$ cat src/rtl/fifo_drain_ctrl.sv
// Read-side controller for a registered-output FIFO: issues pops, absorbs the read latency
// and streams words through a 2-entry skid buffer. Define FIFO_DRAIN_LAST_EN for out_last burst framing.
module fifo_drain_ctrl #(
  parameter int WIDTH     = 64,
  parameter int BURST_LEN = 4
) (
  input  logic             clk,
  input  logic             reset,
  input  logic             enable,
  input  logic             fifo_empty,
  output logic             fifo_ren,
  input  logic [WIDTH-1:0] fifo_dout,
  output logic             out_valid,
  input  logic             out_ready,
  output logic [WIDTH-1:0] out_data,
  output logic             out_last,
  output logic [15:0]      word_count,
  output logic             busy
);

  localparam logic [1:0] IDLE   = 2'd0;
  localparam logic [1:0] ACTIVE = 2'd1;
  localparam logic [1:0] DRAIN  = 2'd2;

  if (BURST_LEN < 1) begin : g_bad_burst
    $error("fifo_drain_ctrl: BURST_LEN must be at least 1");
  end

  logic [1:0]       state;
  logic [1:0]       state_next;
  logic [1:0]       occ;
  logic             inflight;
  logic [WIDTH-1:0] slot0;
  logic [WIDTH-1:0] slot1;
  logic             pop;
  logic [2:0]       committed;

  assign out_valid = (occ != 2'd0);
  assign out_data  = slot0;
  assign pop       = out_valid && out_ready;
  assign busy      = (state != IDLE);

  // Words already owed to the buffer: held entries plus the read whose data lands this cycle.
  assign committed = {1'b0, occ} + {2'b00, inflight};
  assign fifo_ren  = reset && enable && !fifo_empty && (state != DRAIN) &&
                     (committed < (3'd2 + {2'b00, pop}));

  always_comb begin
    state_next = state;
    case (state)
      IDLE: begin
        if (enable) state_next = ACTIVE;
      end
      ACTIVE: begin
        if (!enable) state_next = ((occ != 2'd0) || inflight) ? DRAIN : IDLE;
      end
      DRAIN: begin
        if (enable)
          state_next = ACTIVE;
        else if ((occ == 2'd0) && !inflight)
          state_next = IDLE;
      end
      default: state_next = IDLE;
    endcase
  end

  // slot0 is always the head; a capture lands in the first slot left free after this cycle's pop.
  always_ff @(posedge clk) begin
    if (!reset) begin
      state      <= IDLE;
      occ        <= 2'd0;
      inflight   <= 1'b0;
      slot0      <= '0;
      slot1      <= '0;
      word_count <= 16'd0;
    end else begin
      state    <= state_next;
      inflight <= fifo_ren;
      if (pop) word_count <= word_count + 16'd1;
      case ({inflight, pop})
        2'b10: begin
          if (occ == 2'd0)
            slot0 <= fifo_dout;
          else
            slot1 <= fifo_dout;
          occ <= occ + 2'd1;
        end
        2'b01: begin
          slot0 <= slot1;
          occ   <= occ - 2'd1;
        end
        2'b11: begin
          if (occ == 2'd1) begin
            slot0 <= fifo_dout;
          end else begin
            slot0 <= slot1;
            slot1 <= fifo_dout;
          end
        end
        default: ;
      endcase
    end
  end

`ifdef FIFO_DRAIN_LAST_EN
  localparam int              BEAT_W    = (BURST_LEN > 1) ? $clog2(BURST_LEN) : 1;
  localparam logic [BEAT_W-1:0] LAST_BEAT = BEAT_W'(BURST_LEN - 1);

  logic [BEAT_W-1:0] beat;

  always_ff @(posedge clk) begin
    if (!reset)
      beat <= '0;
    else if (pop)
      beat <= (beat == LAST_BEAT) ? '0 : beat + BEAT_W'(1);
  end

  assign out_last = out_valid && (beat == LAST_BEAT);
`else
  assign out_last = 1'b0;
`endif

endmodule

$ cat config.mk
export PLATFORM = sky130hd
export DESIGN_NAME = fifo_drain_ctrl
export DESIGN_NICKNAME = d
export VERILOG_FILES = /design/src/rtl/fifo_drain_ctrl.sv
export SDC_FILE = /design/constraint.sdc
export NUM_CORES = 1
export LEC_CHECK = 0
export ABC_CLOCK_PERIOD_IN_PS = 2000
export CAP_MARGIN = 20
export CORE_MARGIN = 8
export CORE_UTILIZATION = 46
export CTS_CLUSTER_SIZE = 25
export DETAILED_ROUTE_END_ITERATION = 6
export GPL_ROUTABILITY_DRIVEN = 0
export GPL_TIMING_DRIVEN = 1
export MAX_ROUTING_LAYER = met4
export PLACE_DENSITY = 0.75
export SETUP_SLACK_MARGIN = 0.5
export SYNTH_ARGS = -nofsm -noshare
export SYNTH_HDL_FRONTEND = slang
export SYNTH_SLANG_ARGS = --single-unit
$ cat constraint.sdc
create_clock -name clk -period 2 [get_ports clk]
set_input_delay 0.4 -clock clk [delete_from_list [all_inputs] [get_ports clk]]
set_output_delay 0.4 -clock clk [all_outputs]
set_load 0.02 [all_outputs]
==> flow_metrics.tcl, run 1 <==
set metrics [dict create \
    grt_pass1_wl_um 32700 \
    core_region_area_um2 13200 \
    postRouteAntennaNets 0 \
    drive_above_1_share_pct 47.0 \
    remaining_drc_errors 0 \
    numCtsBuffers 17 \
    yosys.area.top_type "dfxtp_1" \
    yosysUniqueCellTypes 40 \
    fillCellCount 743 \
    io_buffers 151 \
    htreeDepth 4 \
    worstMarginPinSlew_ns 0.527 \
    hp-class "flip-flop to flip-flop" \
    place_area_um2 8000 \
    yosysWarnings 0 \
    ios 153 \
    setup_viol 1 \
    ff2ff_path_depth 10 \
    maxCapViolCount 0 \
    max_freq_mhz 496 \
    crit_fanout 7 \
    clock-sinks 149 \
    rsz0062_at_grt "true" \
    finalCritPeriodShare_pct 101 \
    chipHeight_um 132 \
    finalSetupTns_ns -0.0168 \
    dp_cells 1016 \
    p_leak_nw 4.42 \
    synth.yosys.seq_area_share_pct 48.1 \
    pre_cts_ws_ns -0.348 \
    cp_slowest_cell "dfxtp_2" \
    p_total_mw 13.7 \
    dr.pass1.iters 5 \
    yosysTopAreaCellShare_pct 48.1 \
    grtUsageMet1_pct 26.9 \
    holdPathStages 2 \
    cts-root-buf "clkbuf_16" \
    power_density_nw_per_um2 1270 \
    critPathMaxStageDelay_ns 0.35 \
    drt-total-wl_um 23700 \
    drv_slew 0 \
    ff2ff_setup_slack_ns -0.02 \
    fin_ws_ns -0.0168 \
    avgSynthCellArea_um2 8.69 \
    wl_per_cell_um 21.4 \
    die_area_um2 17500 \
    hold_ws_ns 0.460 \
    clk_pin_slew_worst_paths_ns 0.06 \
    busiest_layer "met2" \
    failed_checks "negative setup slack" \
    drtIter0Drc 412 \
    grtUsageTotal_pct 24.1 \
    num_rows 42 \
    fin_util_pct 81.6 \
    fin_nets 995 \
    synth_seq_cells 149 \
    antenna_found_initial 0 \
    die_w_um 132 \
    num_antenna_cells 0 \
    period_needed_ns 2.02 \
    grt_max_degree 78 \
    cp_data_required_time_ns 2.32 \
    clock_path_buffers 2 \
    clk_latency_ns 0.42 \
    place_hpwl_um 11100 \
    worstSetupPathType "flip-flop to flip-flop" \
    ir_worst_vdd_mv 0.752 \
    yosys-top-cells-area "dfxtp_1 (48%), nand2_1 (10%), mux2i_1 (7.9%)" \
    viasPerCell 5.66 \
    gr-usage-met3_pct 5.34 \
    cts_tree "built" \
    endpoint_kind "flip-flop" \
    synth_area_um2 6200 \
    slew_headroom_pct 64.9 \
    grt_use_met2_pct 40.0 \
    cts-hold-fix-buffers 0 \
    cpMostUsedCell "buf_6" \
    stdcell_count 1108 \
    synth_cells 714 \
    via_count 6275 \
    outcome "complete, but fails checks" \
    initial_utilization_pct 47.0 \
    cp-start-kind "flip-flop" \
    final.setup_skew_ns 0.00506 \
    hold_viol 0 \
    grt_pass1_vias 6100 \
    syn_to_final_growth_pct 73.6 \
    crit_chain "inv_2 -> buf_6 -> buf_6 -> ha_4 -> nor2b_4 -> nand2_8 -> buf_12 -> buf_16 -> mux2i_1 -> a211oi_1" \
    synth_nets 790 \
    final_area_um2 10800 \
    crit_arrival_ns 2.34 \
    overflow 0 \
]
## critical path, delay by kind of cell, from the launching register on
family / cells / cell delay, ns
adders and majority gates: 1 / 0.17
DFF: 1 / 0.35
buffers and inverters: 5 / 0.59
AOI/OAI and AO/OA: 1 / 0.27
muxes: 1 / 0.14
and+or+nand+nor: 2 / 0.37
## flip-flops by register name (all words and copies together), names as in the netlist
signal,count
out_data,64
word_count,16
state,2
occ,2
slot1,64
inflight,1
## cell usage after synthesis, drive strengths merged
cell type	number
a21oi	69
clkbuf	21
xnor2	5
and2	1
or2	1
a2111oi	1
and4b	1
inv	7
nor2	74
o211ai	1
nor3b	1
or3	2
nand3	24
nand4	4
mux2	1
a211oi	44
nor4	1
a311oi	20
and4	2
and3	4
mux2i	49
o21ai	3
nor3	3
nand3b	1
ha	7
nand2	169
nor2b	2
dfxtp	149
buf	34
conb	1
nand2b	6
xor2	6
## cell type report
class                           count  area [µm²]  share of cell area (%)
Tap cell                          176         220                    2.05
Sequential cell                   149        3000                    27.9
Clock buffer                       20         447                    4.15
Inverter                            7        31.3                   0.290
Multi-Input combinational cell    503        4150                    38.5
Clock inverter                     12         130                    1.21
Timing Repair Buffer              241        2790                    25.9
## layer usage
metal / vias up / share of wire [%]
met5: - / 0
met1: 3110 / 39
met2: 217 / 53
met4: 0 / 3.4
li1: 2885 / -
met3: 63 / 4.8
## final timing paths
path / startpoint / end
setup reg to reg: occ[0] / out_data[20]
hold / removal: slot1[53] / slot1[53]
setup / recovery: occ[0] / out_data[20]
hold reg to reg: slot1[53] / slot1[53]
## placed cells by master, fill, tap and decap left out, types with 4 or more instances in the layout
master           synthesis  routed
clkbuf_16                0      21
buf_6                    3      24
a211oi_2                 0       9
clkbuf_2                 0      39
a311oi_2                 0      11
dfxtp_2                  0      11
dfxtp_1                149     137
nand3_2                  0       4
nand2b_1                 5       5
xor2_1                   6       6
a211oi_1                44      35
buf_2                   24      13
clkinvlp_4               0       5
nand3_1                 23      17
a311oi_1                20       9
buf_16                   0      19
a21oi_2                  0      60
xnor2_1                  5       4
a21oi_1                 69       8
clkdlybuf4s15_2          0      18
nand2_1                168      51
clkdlybuf4s15_1          0      10
nand2_2                  0      27
clkdlybuf4s50_1          0      68
nand2_4                  0      88
mux2i_1                 49      48
nand4_1                  4       4
buf_4                    3      21
nor2_1                  74      74
buf_12                   4      21
## repair_timing
action / 4_1_cts / 5_1_grt
gates resized for setup: 356 / 287
setup endpoints to repair: 223 / 196
setup buffers: 26 / 10
cloned: 18 / 6
endpoints found under the hold margin: 0 / 0
pin swaps: 122 / 121
## logic make-up after synthesis
| family | synth area share [%] |
|---|---|
| AO/OA/AOI/OAI | 14.2 |
| XOR/XNOR | 1.55 |
| adder cells (fa/ha/maj) | 1.41 |
| buffers and inverters | 5.83 |
| flip-flops | 48.1 |
| multiplexers | 8.09 |
| other | 0.0605 |
| AND/OR/NAND/NOR | 20.8 |
## where the power goes
part | internal [mW] | switching (mW) | total (mW) | leakage (nW)
registers | 3.58 | 0.384 | 3.96 | 1.22
logic | 3.15 | 3.44 | 6.59 | 2.94
clock network | 1.87 | 1.28 | 3.15 | 0.268
total | 8.59 | 5.10 | 13.7 | 4.42
No activity file was read; power rests on OpenSTA's default activity.
==> run 2: changes to the inputs <==
- CORE_ASPECT_RATIO: unset -> 1.75
==> run 2 against run 1 <==
The flow still finishes with violations (negative setup slack). Worst hold slack got worse by 0.00053 ns. Maximum frequency decreased by 1.4%. Setup slack got worse by 0.028 ns. Total power is 3.4% higher. Sequential share of layout area decreased by 0.58 points. Count of clock-buffer cells in the layout is 1 lower. Largest power group unchanged.
==> flow_metrics.tcl, run 2 (synthesis gave the netlist of run 1 again) <==
set metrics [dict create \
    outcome "complete, but fails checks" \
    failed_checks "negative setup slack" \
    chipHeight_um 170 \
    worstSetupPathType "flip-flop to flip-flop" \
    hp-class "flip-flop to flip-flop" \
    drive_above_1_share_pct 46.7 \
    clock-sinks 149 \
    fin_util_pct 82.6 \
    drtIter0Drc 455 \
    period_needed_ns 2.05 \
    max_freq_mhz 489 \
    die_w_um 104 \
    antenna_found_initial 0 \
    cts_tree "built" \
    num_rows 56 \
    io_buffers 151 \
    final.setup_skew_ns 0.0113 \
    wl_per_cell_um 23.8 \
    clk_pin_slew_worst_paths_ns 0.07 \
    grt_pass1_vias 6685 \
    crit_chain "inv_2 -> buf_6 -> buf_6 -> ha_4 -> nor2b_4 -> buf_6 -> buf_8 -> buf_12 -> buf_16 -> nand3_2 -> a311oi_2" \
    hold_viol 0 \
    critPathMaxStageDelay_ns 0.36 \
    drv_slew 0 \
    layout_common_cells "dfxtp_1 (138), nand2_1 (75), nor2_1 (74)" \
    grtUsageTotal_pct 25.5 \
    finalCritPeriodShare_pct 102 \
    cp-start-kind "flip-flop" \
    crit_fanout 5 \
    grt_pass1_wl_um 34900 \
    fin_ws_ns -0.0450 \
    ios 153 \
    die_area_um2 17600 \
    cp_data_required_time_ns 2.31 \
    core_region_area_um2 13300 \
    overflow 0 \
    remaining_drc_errors 0 \
    num_antenna_cells 0 \
    crit_arrival_ns 2.36 \
    cp_slowest_cell "dfxtp_2" \
    setup_viol 12 \
    hold_ws_ns 0.460 \
    clk_latency_ns 0.42 \
    power_density_nw_per_um2 1290 \
    place_hpwl_um 12000 \
    grt_max_degree 63 \
    drt-total-wl_um 26600 \
    syn_to_final_growth_pct 77.3 \
    ir_worst_vdd_mv 0.839 \
    clock_path_buffers 2 \
    finalSetupTns_ns -0.240 \
    cts-hold-fix-buffers 0 \
    viasPerCell 5.95 \
    final_common_cell "dfxtp_1" \
    cpMostUsedCell "buf_6" \
    postRouteAntennaNets 0 \
    dr.pass1.iters 6 \
    numCtsBuffers 17 \
    endpoint_kind "flip-flop" \
    rsz0062_at_grt "true" \
    htreeDepth 4 \
    fin_nets 1006 \
    via_count 6637 \
    cts-root-buf "clkbuf_16" \
    maxCapViolCount 0 \
    p_leak_nw 4.51 \
    initial_utilization_pct 46.6 \
]
[run 2: cell count changes in the layout (fill, tap and decap cells not counted), sizes merged, moves of 2 or more]
cell,before,now
clkinv,4,6
bufinv,2,4
clkinvlp,5,1
clkdlybuf4s15,28,35
clkbuf,63,54
buf,101,114
[run 2: metal layers]
| metal | global-route usage (%) | routed length [µm] | share of wire (%) | vias to the layer above |
|---|---|---|---|---|
| li1 | - | - | - | 2898 |
| met1 | 23.7 | 8940 | 34 | 3204 |
| met2 | 45.3 | 13900 | 52 | 368 |
| met3 | 6.35 | 1700 | 6.4 | 167 |
| met4 | 17.4 | 2060 | 7.8 | 0 |
| met5 | - | 0 | 0 | - |
[run 2: timing repair]
item | 4_1_cts | 5_1_grt
setup endpoints to repair | 219 | 208
setup buffers | 39 | 7
endpoints found under the hold margin | 0 | 0
gates resized for setup | 321 | 302
gates cloned | 20 | 2
pin swaps | 71 | 136
[run 2: metrics by stage]
stage | power [mW] | worst slack, ns | cell area, µm² | instances
3_3_place_gp | 8.39 | -0.327 | 8050 | 1017
4_1_cts | 13.1 | 0.0435 | 10000 | 1107
6_report | 14.2 | -0.0450 | 11000 | 1116
3_5_place_dp | 8.55 | -0.404 | 8050 | 1017
2_1_floorplan | 6.71 | 0.476 | 6250 | 714
5_1_grt | 14.6 | -0.0813 | 11000 | 1116
[run 2: worst max-delay path: cells and delay by family, from the launching register on]
family,cells,cell delay (ns)
and+or+nand+nor,2,0.27
buffers and inverters,7,0.80
AOI/OAI and AO/OA,1,0.34
DFF,1,0.36
adders and majority gates,1,0.17
[run 2: path summary, 6_finish.rpt]
path,slack [ns],from,cells past startpoint,to
worst max-delay path,-0.05,occ[0],11,out_data[34]
worst min-delay path,0.46,slot1[52],2,slot1[52]
worst max register to register,-0.05,occ[0],11,out_data[34]
worst min register to register,0.46,slot1[52],2,slot1[52]
[run 2: cell type report]
class / instances / area (µm²)
Multi-Input combinational cell: 503 / 4150
Sequential cell: 149 / 3000
Timing Repair Buffer: 252 / 2980
Fill cell: 704 / 2310
Clock buffer: 19 / 433
Tap cell: 174 / 218
Clock inverter: 12 / 178
Inverter: 7 / 41.3
[run 2: power by group]
part	internal (mW)	switching, mW	leakage (nW)
Combinational	3.20	3.56	2.99
Clock	2.09	1.30	0.298
Sequential	3.58	0.427	1.22
Total	8.86	5.29	4.51
==> run 3: changes to the inputs <==
- SETUP_SLACK_MARGIN: 0.5 -> 0.02
==> run 3 against run 2 <==
The run now ends clean. Non-clock buffer count fell by 64. Final cell count down 5.7%. Clock skew decreased by 0.0039 ns. Design area is 21% lower. Die area stayed put. Critical path depth down 6. Setup slack better by 0.060 ns. Global-route usage decreased by 6.4 points. Sequential share of layout area increased by 6.9 points. Sequential power shrank 2%. Critical path type is now flip-flop to primary output. Critical endpoint is now fifo_ren.
==> flow_metrics.tcl, run 3 (synthesis gave the netlist of run 1 again) <==
set metrics [dict create \
    critPathMaxStageDelay_ns 0.36 \
    core_region_area_um2 13300 \
    drv_slew 0 \
    ff2ff_path_depth 9 \
    grt_pass1_wl_um 26900 \
    io_buffers 151 \
    grt_pass1_vias 5551 \
    postRouteAntennaNets 0 \
    final_common_cell "nand2_1" \
    cpMostUsedCell "ha_4" \
    antenna_found_initial 1 \
    r2r-start "occ[0]" \
    drt-total-wl_um 16600 \
    power_density_nw_per_um2 1360 \
    grtUsageTotal_pct 19.1 \
    pre_cts_ws_ns -0.330 \
    die_area_um2 17600 \
    hold_ws_ns 0.455 \
    place_area_um2 8030 \
    clk_latency_ns 0.41 \
    chipHeight_um 170 \
    stdcell_count 1052 \
    cts_tree "built" \
    grt_max_degree 61 \
    viasPerCell 5.27 \
    ir_worst_vdd_mv 0.723 \
    crit_chain "ha_4 -> ha_4 -> nor3_4 -> and3_4 -> buf_6" \
    ff2ff_setup_slack_ns 0.13 \
    cp_data_required_time_ns 1.60 \
    final.setup_skew_ns 0.00747 \
    p_leak_nw 3.38 \
    clock_path_buffers 2 \
    crit_end "fifo_ren" \
    remaining_drc_errors 0 \
    overflow 0 \
    crit_start "occ[0]" \
    clk_pin_slew_worst_paths_ns 0.06 \
    crit_fanout 3 \
    rsz0062_at_grt "true" \
    syn_to_final_growth_pct 40.9 \
    cp-start-kind "flip-flop" \
    ios 153 \
    die_w_um 104 \
    dp_cells 1020 \
    htreeDepth 4 \
    worstSetupPathType "flip-flop to primary output" \
    num_rows 56 \
    reg2reg_to "out_data[37]" \
    cts-root-buf "clkbuf_16" \
    maxCapViolCount 0 \
    via_count 5539 \
    numCtsBuffers 17 \
    hp-class "flip-flop to flip-flop" \
    hold_viol 0 \
    finalSetupTns_ns 0 \
    wl_per_cell_um 15.7 \
    initial_utilization_pct 46.6 \
    dr.pass1.iters 4 \
    period_needed_ns 1.99 \
    outcome "finished, final reports clean" \
    fillCellCount 1094 \
    crit_arrival_ns 1.59 \
    layout_common_cells "nand2_1 (167), dfxtp_1 (147), clkdlybuf4s50_1 (146)" \
    fin_nets 942 \
    setup_viol 0 \
    drive_above_1_share_pct 10.7 \
    fin_ws_ns 0.0150 \
    place_hpwl_um 11800 \
    endpoint_kind "primary output" \
    drtIter0Drc 177 \
    cp_slowest_cell "dfxtp_4" \
    finalCritPeriodShare_pct 99.3 \
    final_area_um2 8740 \
    clock-sinks 149 \
    max_freq_mhz 504 \
]
[run 3: timing repair]
item / 4_1_cts / 5_1_grt
setup buffers: 0 / 1
pin swaps: 1 / 7
endpoints found under the setup margin: 4 / 4
resized for setup: 17 / 15
hold buffers: 0 / 0
[run 3: per-layer routing]
| layer | GRT usage (%) | vias to the layer above | wire length [µm] |
|---|---|---|---|
| met5 | - | - | 0 |
| met4 | 10.0 | 0 | 452 |
| met3 | 4.14 | 32 | 588 |
| met2 | 34.2 | 142 | 8650 |
| met1 | 19.1 | 2614 | 6860 |
| li1 | - | 2751 | - |
[run 3: cell type report]
class                   instances  area, µm²  share of cell area (%)
flip-flops and latches        149       2990                    34.2
multi-input cells             503       2940                    33.7
clock inverters                12        179                    2.05
well taps                     174        218                    2.49
clock buffers                  18        439                    5.03
diodes                          1       2.50                  0.0286
repair buffers                188       1940                    22.2
inverters                       7       28.8                   0.329
[run 3: worst max-delay path: cells and delay by family (launching register included)]
family                     cells  cell delay [ns]
and+or+nand+nor                2             0.39
adders and majority gates      2             0.32
DFF                            1             0.36
buffers and inverters          1             0.11
[run 3: report_power, final]
part | internal (mW) | leakage, nW | switching (mW)
clock network | 2.11 | 0.295 | 1.22
logic | 2.16 | 1.88 | 2.44
registers | 3.58 | 1.21 | 0.338
[run 3: worst min path at each step]
stage | start | cells past startpoint | end
6_report | slot1[55] | 2 | slot1[55]
3_5_place_dp | slot1[7] | 2 | slot1[7]
2_1_floorplan | slot1[0] | 2 | slot1[0]
4_1_cts | slot1[7] | 2 | slot1[7]
5_1_grt | slot1[0] | 2 | slot1[0]
3_3_place_gp | slot1[15] | 2 | slot1[15]
[run 3: metrics by stage]
step                power [mW]  utilization (%)
floorplan                 6.62                -
global placement          8.39             60.3
detailed placement        8.52             60.3
CTS                       11.9             65.0
global route              12.5             65.6
finish                    11.9             65.6
